==> src/rtl/cam_pkg.sv <==
// Shared constants, state encodings and the hit-count helper for the CAM match encoder.
package cam_pkg;
  localparam int N_ENTRIES = 16;
  localparam int ADDR_W    = 4;
  localparam int CNT_W     = 5;

  localparam logic [0:0] IDLE = 1'b0;
  localparam logic [0:0] EMIT = 1'b1;

  // Full CNT_W result so an all-ones vector reports N_ENTRIES rather than wrapping.
  function automatic logic [CNT_W-1:0] popcount(input logic [N_ENTRIES-1:0] v);
    logic [CNT_W-1:0] c;
    c = '0;
    for (int i = 0; i < N_ENTRIES; i++) c = c + CNT_W'(v[i]);
    return c;
  endfunction
endpackage

==> src/rtl/cam_prio_enc.sv <==
// Lowest-index priority encoder; also flags when exactly one bit remains set.
module cam_prio_enc
  import cam_pkg::*;
(
  input  logic [N_ENTRIES-1:0] vec,
  output logic [ADDR_W-1:0]    idx,
  output logic                 one_hot_remaining
);
  always_comb begin
    idx = '0;
    for (int i = N_ENTRIES - 1; i >= 0; i--) begin
      if (vec[i]) idx = ADDR_W'(i);
    end
    one_hot_remaining = (vec != '0) && ((vec & (vec - N_ENTRIES'(1))) == '0);
  end
endmodule

==> src/rtl/cam_match_encoder.sv <==
// Latches one CAM match vector per lookup and streams out its hit indices, lowest first.
module cam_match_encoder
  import cam_pkg::*;
(
  input  logic                 clk,
  input  logic                 rst,
  input  logic [N_ENTRIES-1:0] match_vec,
  input  logic                 match_valid,
  output logic                 match_ready,
  output logic [ADDR_W-1:0]    addr_out,
  output logic                 addr_valid,
  input  logic                 addr_ready,
  output logic                 addr_last,
  output logic [CNT_W-1:0]     match_count,
  output logic                 miss
);
  logic [0:0]           state_p0;
  logic [0:0]           state_nxt;
  logic [N_ENTRIES-1:0] pending_p0;
  logic [N_ENTRIES-1:0] pending_nxt;
  logic                 accept;
  logic                 fire;
  logic [ADDR_W-1:0]    enc_idx;
  logic                 enc_last;

  assign match_ready = (state_p0 == IDLE) && !rst;
  assign accept      = match_valid && match_ready;
  assign fire        = addr_valid && addr_ready;

  // Encoding the next pending value lets the address outputs stay registered
  // while still presenting the first hit one cycle after acceptance.
  always_comb begin
    state_nxt   = state_p0;
    pending_nxt = pending_p0;
    if (accept) begin
      pending_nxt = match_vec;
      state_nxt   = (match_vec != '0) ? EMIT : IDLE;
    end else if (fire) begin
      pending_nxt = pending_p0 & (pending_p0 - N_ENTRIES'(1));
      if (addr_last) state_nxt = IDLE;
    end
  end

  cam_prio_enc u_prio_enc (
    .vec               (pending_nxt),
    .idx               (enc_idx),
    .one_hot_remaining (enc_last)
  );

  // Stage p0 -> registered outputs
  always_ff @(posedge clk or posedge rst) begin
    if (rst) begin
      state_p0    <= IDLE;
      pending_p0  <= '0;
      addr_out    <= '0;
      addr_valid  <= 1'b0;
      addr_last   <= 1'b0;
      match_count <= '0;
      miss        <= 1'b0;
    end else begin
      state_p0   <= state_nxt;
      pending_p0 <= pending_nxt;
      addr_out   <= enc_idx;
      addr_valid <= (state_nxt == EMIT);
      addr_last  <= enc_last && (state_nxt == EMIT);
      miss       <= accept && (match_vec == '0);
      if (accept) match_count <= popcount(match_vec);
    end
  end
endmodule

==> config.mk <==
export PLATFORM = sky130hd
export DESIGN_NAME = cam_match_encoder
export DESIGN_NICKNAME = d
export VERILOG_FILES = /design/src/rtl/cam_pkg.sv /design/src/rtl/cam_prio_enc.sv /design/src/rtl/cam_match_encoder.sv
export SDC_FILE = /design/constraint.sdc
export NUM_CORES = 1
export LEC_CHECK = 0
export ABC_AREA = 1
export BUFFER_PORTS_ARGS = -buffer_cell sky130_fd_sc_hd__clkbuf_2
export CORE_MARGIN = 3
export CORE_UTILIZATION = 52
export CTS_BUF_LIST = sky130_fd_sc_hd__clkbuf_8 sky130_fd_sc_hd__clkbuf_16
export CTS_CLUSTER_SIZE = 30
export DETAILED_ROUTE_END_ITERATION = 8
export PLACE_DENSITY = 0.82
export SLEW_MARGIN = 10
export SYNTH_ARGS = -nofsm -noshare
export SYNTH_HDL_FRONTEND = slang
export SYNTH_SLANG_ARGS = --single-unit
==> constraint.sdc <==
create_clock -name clk -period 1.8 [get_ports clk]
set_input_delay 0.27 -clock clk [delete_from_list [all_inputs] [get_ports clk]]
set_output_delay 0.27 -clock clk [all_outputs]
set_load 0.01 [all_outputs]
==> impl_metrics.tcl, run 1 <==
set metrics [dict create \
    status "complete, but fails checks" \
    failing_checks "setup timing" \
    start_util_pct 54.6 \
    place.port_buffers 32 \
    max-clock-path-buffers 2 \
    drive_above_1_share_pct 52.8 \
    worstPathMaxFanout 2 \
    design_power_total_mw 6.21 \
    synth-simple-area-share_pct 29.7 \
    design.core.area_mm2 0.00406 \
    grt_util_all_layers_pct 28.9 \
    tightest_slew_ps 470 \
    drc_errors 0 \
    synthesis.area_per_instance_um2 8.05 \
    final_core_util_pct 82.2 \
    clock_tree_from_tritoncts "yes" \
    chipWidth_um 71.3 \
    power.switching_fraction_pct 48.6 \
    gr-total-overflow 0 \
    cp.required_ps 2040 \
    cts.reportedPaths.clkPinSlew_ps 110 \
    number_of_non_filler_instances_in_the_completed_layout 438 \
    yosys_warnings 0 \
    drv_slew 0 \
    first_iter_violations 260 \
    net-switching-power_mw 3.02 \
    finalHoldViolCount 0 \
    vias_in_the_first_global_route 2337 \
    clk_root_buffer_cell "clkbuf_8" \
    ir_drop_uv 1170 \
    power_leakage_nw 1.74 \
    max_cap_violations 0 \
    worstSkewPairLatency_ps 300 \
    timing.critical_path.to_type "flip-flop" \
    pre_cts_ws_ps -1600 \
    final_common_cell "buf_4" \
    number_of_buffers_created_by_cts 3 \
    post-route-cell-area_mm2 0.00334 \
    cts-hold-fix-buffers 0 \
    post_synth_xor_area_fraction_pct 0.791 \
    synth-compound-area-share_pct 14.0 \
    synth_area_mm2 0.00221 \
    die_footprint_mm2 0.00508 \
    drt.antenna.violating_nets 0 \
    layout_setup_ws_ps -1280 \
    grt_pass1_wl_um 11200 \
    antenna_cells_inserted 0 \
    post_synth_num_cell_types 40 \
    global_placement_routability_congestion 0.885 \
    crit_arrival_ps 3330 \
    layout.cells.most_common_list "buf_4 (74), nand2_1 (48), inv_1 (38)" \
    timing.max_slew.rel_slack_pct 68.7 \
    internal_power_mw 3.19 \
    final_net_count 425 \
    power_density_mw_per_mm2 1860 \
    setup_viol 10 \
    clock_power_share_pct 6.1 \
    clock_tree.htree_level_count 1 \
    vias_per_cell 5.50 \
    fillerInstances 230 \
    fmax_ghz 0.325 \
    routed_wire_length_um 7900 \
    share_seq_of_total_power_pct 17.4 \
    criticalPathCategory "primary input to flip-flop" \
    pin_count_of_the_biggest_net_entering_global_routing 29 \
    synth_fa_ha_area_share_pct 12.4 \
    tritoncts_num_sinks 28 \
    rsz0062_at_grt "true" \
    synth_fp_nets 311 \
    dominant_combinational_cell_family_by_area_after_synthesis "simple AND/OR/NAND/NOR gates" \
    die_height_um 71.3 \
    routed-via-count 2407 \
    ys_seq_elements 28 \
    synthMuxAreaShare_pct 0 \
    timing.clock.skew_ps 14.5 \
    worstHoldPathType "primary input to async pin" \
    fp-row-count 23 \
    period_share_pct 171 \
    synthCells 275 \
    synth.yosys.seq_area_share_pct 31.6 \
    logic_pwr_share_pct 76.4 \
    final_critical_path_time_including_i_o_delays_and_setup_ps 3080 \
    detailed_place.area_mm2 0.00292 \
    hpwlAfterDp_um 4780 \
    syn_to_layout_area_delta_pct 50.7 \
    ios 33 \
    start_kind "primary input" \
    drt_pre_antenna_iters 5 \
    antenna_found_initial 0 \
    place.detailed.instances 421 \
    wl_per_cell_um 18.0 \
]
[state kept, by name (all words and copies together), names as in the netlist]
| signal | cells |
|---|---|
| addr_last | 1 |
| addr_out | 4 |
| match_count | 5 |
| miss | 1 |
| pending_p0 | 16 |
| state_p0 | 1 |
[final cells by class]
type | instances | area (um2) | share of cell area (%)
Clock inverter | 1 | 3.75 | 0.112
Multi-Input combinational cell | 189 | 1500 | 44.8
Timing Repair Buffer | 111 | 803 | 24.1
Tap cell | 50 | 62.6 | 1.87
Inverter | 56 | 228 | 6.82
Sequential cell | 28 | 702 | 21.0
Clock buffer | 3 | 41.3 | 1.24
[cells in the mapped netlist, drive strengths merged]
cell | instances | area (um2)
a31o | 1 | 8.76
o22ai | 6 | 50.0
xnor2 | 1 | 8.76
nor4 | 1 | 6.26
a21boi | 1 | 7.51
nor3 | 2 | 10.0
nor2 | 49 | 263
inv | 56 | 213
fa | 10 | 200
nand3 | 11 | 70.1
nand4 | 2 | 12.5
o2111ai | 1 | 8.76
buf | 4 | 41.3
o21ai | 12 | 78.8
a31oi | 5 | 76.3
xor2 | 1 | 8.76
dfrtp | 28 | 701
a21oi | 3 | 18.8
and2 | 2 | 12.5
nand2 | 67 | 284
ha | 6 | 75.1
a22oi | 3 | 32.5
o211ai | 3 | 27.5
[per-layer routing]
layer | track usage, % | up-vias | routed length (um)
li1 | - | 1089 | -
met1 | 34.5 | 1120 | 2770
met2 | 52.4 | 143 | 4150
met3 | 3.09 | 55 | 496
met4 | 11.9 | 0 | 487
met5 | 0 | - | 0
[per-stage QoR]
step | hold WS [ps] | setup TNS, ps
finish | 88.2 | -7210
detailed placement | 395 | -8430
global route | 114 | -8050
global placement | 379 | -7750
CTS | 84.1 | -6360
floorplan | 335 | -6320
[power groups by stage]
stage	clock network (mW)	logic [mW]	registers [mW]
finish	0.382	4.75	1.08
global route	0.400	5.17	1.10
CTS	0.369	4.16	1.05
global placement	0	3.67	1.05
detailed placement	0	3.81	1.05
floorplan	0	2.28	1.10
[repair_timing]
| action | 4_1_cts | 5_1_grt |
|---|---|---|
| buffers inserted | 6 | 6 |
| pin swaps | 24 | 36 |
| endpoints found under the setup margin | 10 | 10 |
| gates resized for setup | 32 | 45 |
| gates cloned | 2 | 0 |
[worst paths after layout]
check,start,endpoint,slack [ps],cells past startpoint
setup / recovery,match_vec[0],match_count[4],-1280,13
hold / removal,rst,match_count[1],90,3
setup reg to reg,state_p0,addr_last,-430,13
hold reg to reg,match_count[0],match_count[0],520,2
max in group asynchronous,rst,state_p0,1420,3
min in group clk,match_vec[2],match_count[0],350,4
[critical path: stages]
cell and delay, ps:
buf_8 100, fa_1 570, inv_2 50, fa_2 530, fa_1 420, fa_1 460, inv_2 90, ha_4 140
inv_2 40, fa_2 360, o21ai_2 150, nand3_1 80, nand2_1 60
[cells by family after synthesis]
group,Yosys count
XOR/XNOR,2
AO/OA/AOI/OAI,35
buffers and inverters,60
flip-flops,28
AND/OR/NAND/NOR,134
adder cells (fa/ha/maj),16
No activity file was read; power rests on OpenSTA's default activity.
==> run 2: changes to the inputs <==
==> constraint.sdc (replaced) <==
create_clock -name clk -period 1.8 [get_ports clk]
set_input_delay 0.09 -clock clk [delete_from_list [all_inputs] [get_ports clk]]
set_output_delay 0.09 -clock clk [all_outputs]
set_load 0.01 [all_outputs]
==> run 2 against run 1 <==
  * The run still ends with setup timing left
  * Non-clock buffer count did not move
  * Fmax rose by 6.5%
  * Utilization rose by 0.37 points
  * Die area did not move
  * Routed wire length fell by 9.6%
  * Sequential share of layout area fell by 0.057 points
  * Combinational power barely moved
  * First-iteration DRC count fell by 11%
  * Via count fell by 5.0%
==> impl_metrics.tcl, run 2 (synthesized netlist as in run 1, its figures left out) <==
set metrics [dict create \
    clk_root_buffer_cell "clkbuf_8" \
    timing.clock.skew_ps 3.89 \
    final_critical_path_time_including_i_o_delays_and_setup_ps 2890 \
    hpwlAfterDp_um 4560 \
    post-route-cell-area_mm2 0.00335 \
    die_height_um 71.3 \
    antenna_found_initial 0 \
    max_cap_violations 0 \
    crit_arrival_ps 3120 \
    fp-row-count 23 \
    ir_drop_uv 1520 \
    drt.antenna.violating_nets 0 \
    final_net_count 425 \
    tightest_slew_ps 395 \
    largest_reg_flops 16 \
    design_power_total_mw 6.27 \
    period_share_pct 161 \
    first_iter_violations 231 \
    rsz0062_at_grt "true" \
    worstHoldPathType "primary input to flip-flop" \
    power_leakage_nw 1.74 \
    start_kind "primary input" \
    registers_with_the_most_flip_flops "pending_p0 (16), match_count (5), addr_out (4)" \
    cpLargestDelayFamily "adder cells" \
    path_depth 13 \
    gr-total-overflow 0 \
    fmax_ghz 0.346 \
    timing.critical_path.to_type "flip-flop" \
    reg2regPathDepth 14 \
    final_common_cell "buf_4" \
    wl_per_cell_um 16.3 \
    number_of_buffers_created_by_cts 3 \
    die_footprint_mm2 0.00508 \
    clock_tree.htree_level_count 1 \
    max-clock-path-buffers 2 \
    chipWidth_um 71.3 \
    slowest_stage "fa_1" \
    drive_above_1_share_pct 51.8 \
    failing_checks "setup timing" \
    fillerInstances 213 \
    drc_errors 0 \
    clock_tree_from_tritoncts "yes" \
    layout.cells.most_common_list "buf_4 (72), nand2_1 (53), inv_1 (39)" \
    routed_wire_length_um 7140 \
    critPathMaxStageDelay_ps 510 \
    syn_to_layout_area_delta_pct 51.4 \
    timing.max_slew.rel_slack_pct 73.4 \
    start_util_pct 54.6 \
    largest-register "pending_p0" \
    number_of_non_filler_instances_in_the_completed_layout 438 \
    tritoncts_num_sinks 28 \
    multiInputGateArea_mm2 0.00149 \
    design.core.area_mm2 0.00406 \
    ios 33 \
    hold_slack_ps 181 \
    criticalPathCategory "primary input to flip-flop" \
    layout_setup_ws_ps -1090 \
    critical_path.cell_chain "buf_6 -> fa_1 -> fa_1 -> inv_2 -> fa_1 -> fa_2 -> inv_2 -> ha_4 -> inv_2 -> fa_2 -> o21ai_1 -> nand3_1 -> nand2_1" \
    cp.required_ps 2030 \
    timing.hold.worst_path_depth 4 \
    vias_in_the_first_global_route 2291 \
    worstPathMaxFanout 2 \
    cts.reportedPaths.clkPinSlew_ps 100 \
    status "complete, but fails checks" \
    grt_pass1_wl_um 10600 \
    pin_count_of_the_biggest_net_entering_global_routing 29 \
    detailed_place.area_mm2 0.00289 \
    layout.area.seq_um2 703 \
    routed-via-count 2287 \
    power_density_mw_per_mm2 1870 \
    setup_viol 10 \
    worstSkewPairLatency_ps 280 \
    place.detailed.instances 417 \
    antenna_cells_inserted 0 \
    grt_util_all_layers_pct 26.6 \
    vias_per_cell 5.22 \
    drt_pre_antenna_iters 4 \
    buffers_plus_inverters_on_the_worst_setup_path 4 \
    global_placement_routability_congestion 0.907 \
    finalHoldViolCount 0 \
    drv_slew 0 \
    place.port_buffers 32 \
]
## run 2: cell count changes in the layout (fill, tap and decap cells not counted), moves of 2 or more
cell / before / now
nand2_2: 15 / 10
nor2_2: 9 / 6
inv_2: 16 / 13
o21ai_2: 3 / 5
nor2_1: 25 / 28
buf_4: 74 / 72
nand2_1: 48 / 53
## run 2: metal layers
layer	track usage (%)	routed length [um]	vias to the layer above
met5	0	0	-
met4	9.19	250	0
met3	2.95	335	25
met2	46.2	3690	86
met1	34.5	2860	1091
li1	-	-	1085
## run 2: repair_timing
action | 4_1_cts | 5_1_grt
cloned | 2 | 0
hold buffers | 1 | 0
gates resized for setup | 37 | 37
endpoints found under the setup margin | 10 | 10
hold endpoints to repair | 28 | 0
setup buffers | 7 | 8
pin swaps | 20 | 21
## run 2: worst min-delay path: cells and delay by family
kind | cells | cell delay, ps
buffers and inverters | 1 | 120
and+or+nand+nor | 2 | 90
adders and majority gates | 1 | 140
## run 2: where the power goes
group          switching (mW)  total [mW]  internal, mW
registers               0.190        1.08         0.891
clock network           0.213       0.409         0.196
logic                    2.56        4.77          2.22
## run 2: layout make-up
type | count | area share, %
tap | 50 | 1.87
sequential | 28 | 21.0
clock buffer | 4 | 1.64
multi-input combinational | 189 | 44.5
inverter | 56 | 6.87
timing repair buffer | 111 | 24.2
## run 2: metrics by stage
stage                     util [%]  TNS, ps  setup WS, ps
after floorplan                  -    -5420         -1140
after global placement        71.1    -6900         -1310
after detailed placement      71.1    -7340         -1370
after CTS                     78.0    -5460         -1020
after global routing          82.6    -6770         -1140
final                         82.6    -5960         -1090
## run 2: worst paths after layout
kind,start,end,slack [ps]
max reg2reg,state_p0,addr_last,-370
max,match_vec[11],match_count[4],-1090
min,match_vec[2],match_count[0],180
max in group asynchronous,rst,pending_p0[4],1030
min reg2reg,match_count[1],match_count[1],500
min in group asynchronous,rst,match_count[3],470
==> run 3: changes to the inputs <==
Settings changed: CORE_UTILIZATION 52 to 57, CTS_BUF_LIST sky130_fd_sc_hd__clkbuf_8 sky130_fd_sc_hd__clkbuf_16 to default, PLACE_DENSITY 0.82 to 0.85, SYNTH_HIERARCHICAL from default to 1.
Clock period 1.8 ns to 3.2 ns, I/O delays scaled along.
==> run 3 against run 2 <==
  * The run now ends clean
  * Combinational power fell by 68%
  * Final area fell by 27%
  * Power fell by 62%
  * Synthesized area fell by 3.8%
  * Sequential cell count did not move
  * Register-to-register slack improved by 1100 ps
  * Non-clock buffer count fell by 67
  * Sequential power fell by 46%
  * Utilization fell by 12 points
==> impl_metrics.tcl, run 3 <==
set metrics [dict create \
    status "completed" \
    post_synth_num_cell_types 29 \
    worstSkewPairLatency_ps 290 \
    design_power_total_mw 2.36 \
    clock_tree_from_tritoncts "yes" \
    syn_to_layout_area_delta_pct 15.4 \
    synthArstFlopShare_pct 100 \
    antenna_cells_inserted 0 \
    rsz0062_at_grt "false" \
    setup_viol 0 \
    yosys_warnings 6 \
    clk_root_buffer_cell "clkbuf_8" \
    gr-total-overflow 0 \
    synth_area_mm2 0.00213 \
    layout.cells.most_common_list "nand2_1 (82), inv_1 (56), clkbuf_2 (32)" \
    largest-register "pending_p0" \
    final_core_util_pct 70.9 \
    timing.clock.skew_ps 7.17 \
    hpwlAfterDp_um 3960 \
    ctsResizeCount 0 \
    finalHoldViolCount 0 \
    worstPathMaxFanout 2 \
    routed-via-count 1963 \
    max_cap_violations 0 \
    synthTopCellsByCount "nand2_1 (82), inv_1 (56), dfrtp_1 (28)" \
    reg2regPathDepth 16 \
    fillerInstances 294 \
    timing.max_slew.rel_slack_pct 27.4 \
    drt.antenna.violating_nets 0 \
    fmax_ghz 0.332 \
    die_height_um 67.1 \
    synthesis.area_per_instance_um2 7.35 \
    tritoncts_num_sinks 28 \
    post-route-cell-area_mm2 0.00246 \
    pin_count_of_the_biggest_net_entering_global_routing 29 \
    chipWidth_um 67.1 \
    synthCells 290 \
    fp-row-count 21 \
    worstHoldPathType "primary input to async pin" \
    largest_reg_flops 16 \
    registers_with_the_most_flip_flops "pending_p0 (16), match_count (5), addr_out (4)" \
    global_placement_routability_congestion 0.877 \
    power_leakage_nw 1.38 \
    antenna_found_initial 0 \
    ys_seq_elements 28 \
    cts.reportedPaths.clkPinSlew_ps 100 \
    die_footprint_mm2 0.00451 \
    drive_above_1_share_pct 23.0 \
    final_critical_path_time_including_i_o_delays_and_setup_ps 3020 \
    dominant_cell_by_count_in_the_synthesized_netlist "nand2_1" \
    drt_pre_antenna_iters 4 \
    synth.yosys.seq_area_share_pct 32.9 \
    wl_per_cell_um 12.8 \
    period_share_pct 94.3 \
    clock_tree.htree_level_count 1 \
    fin_tns_setup_ps 0 \
    ios 33 \
    crit_arrival_ps 3190 \
    vias_per_cell 5.15 \
    cp.required_ps 3380 \
    max-clock-path-buffers 2 \
    postCtsSetupRepairBufs 0 \
    vias_in_the_first_global_route 1911 \
    final_common_cell "nand2_1" \
    detailed_place.area_mm2 0.00240 \
    design.core.area_mm2 0.00347 \
    ir_drop_uv 530 \
    synth-edff-count 0 \
    place.port_buffers 32 \
    drc_errors 0 \
    synth_fp_nets 326 \
    synth_area_leader "dfrtp_1" \
    grt_util_all_layers_pct 24.7 \
    routed_wire_length_um 4870 \
    netlist_top_cells_area "dfrtp_1 (33%), nand2_1 (14%), inv_1 (9.9%)" \
    criticalPathCategory "primary input to flip-flop" \
    grt_pass1_wl_um 8350 \
    power_density_mw_per_mm2 959 \
    cts-hold-fix-buffers 0 \
    tightest_slew_ps 1090 \
    drv_slew 0 \
    first_iter_violations 165 \
    synth_top_cell_area_share_pct 32.9 \
    start_kind "primary input" \
    start_util_pct 61.4 \
    timing.critical_path.to_type "flip-flop" \
    synth_top_flop_cell "dfrtp_1" \
    final_net_count 372 \
    number_of_buffers_created_by_cts 3 \
]
==> run 3: changes by cell type after synthesis, moves of 3 or more <==
cell / previous run / this run
inv_2: 9 / 4
nand3_1: 8 / 15
a21oi_1: 2 / 10
nor2_1: 35 / 23
nand2_1: 60 / 82
nand3_2: 3 / 0
o21ai_1: 2 / 6
inv_1: 46 / 56
nor3_1: 2 / 6
a31oi_4: 3 / 0
==> run 3: through the flow <==
stage	instances	setup slack [ps]	hold slack [ps]
after floorplan	290	80.5	225
after global placement	377	-40.7	456
after detailed placement	377	-134	445
after CTS	381	166	150
after global routing	381	64.7	171
final	381	184	132
==> run 3: power breakdown <==
part	internal (mW)	total (mW)	switching (mW)
Sequential	0.497	0.582	0.0853
Clock	0.111	0.232	0.121
Combinational	0.561	1.55	0.985
Total	1.17	2.36	1.19
==> run 3: cell type report <==
cell class	instances	area [um2]	share of cell area (%)
multi-input cells	198	1160	47.3
flip-flops and latches	28	701	28.5
repair buffers	44	250	10.2
inverters	61	234	9.51
well taps	46	57.6	2.34
clock buffers	4	55.1	2.24
==> run 3: routing by layer <==
layer	track usage (%)	wire, um
met5	0	0
met4	9.62	114
met1	32.2	2150
met2	41.6	2330
met3	3.33	280
==> run 3: logic make-up after synthesis <==
| logic type | synth area share [%] |
|---|---|
| compound gates | 8.16 |
| flops | 32.9 |
| buf+inv | 12.6 |
| fa+ha+maj | 12.9 |
| xor+xnor | 0.411 |
| simple gates | 33.1 |
==> run 3: final timing paths <==
kind                            slack (ps)        endpoint           start
worst max-delay path                   180  match_count[2]    match_vec[5]
worst min-delay path                   130        state_p0             rst
worst max register to register         680       addr_last        state_p0
worst min register to register         490  match_count[0]  match_count[0]
max in group asynchronous             2410     addr_out[1]             rst
min in group clk                       150  pending_p0[12]   match_vec[12]
==> run 3: worst max-delay path, cell delays in order <==
cell      delay (ps)
clkbuf_2          90
inv_1             60
fa_1             560
fa_1             440
fa_1             480
fa_1             490
inv_1             50
ha_1             200
fa_1             400
xnor2_1          180
o21ai_1           70
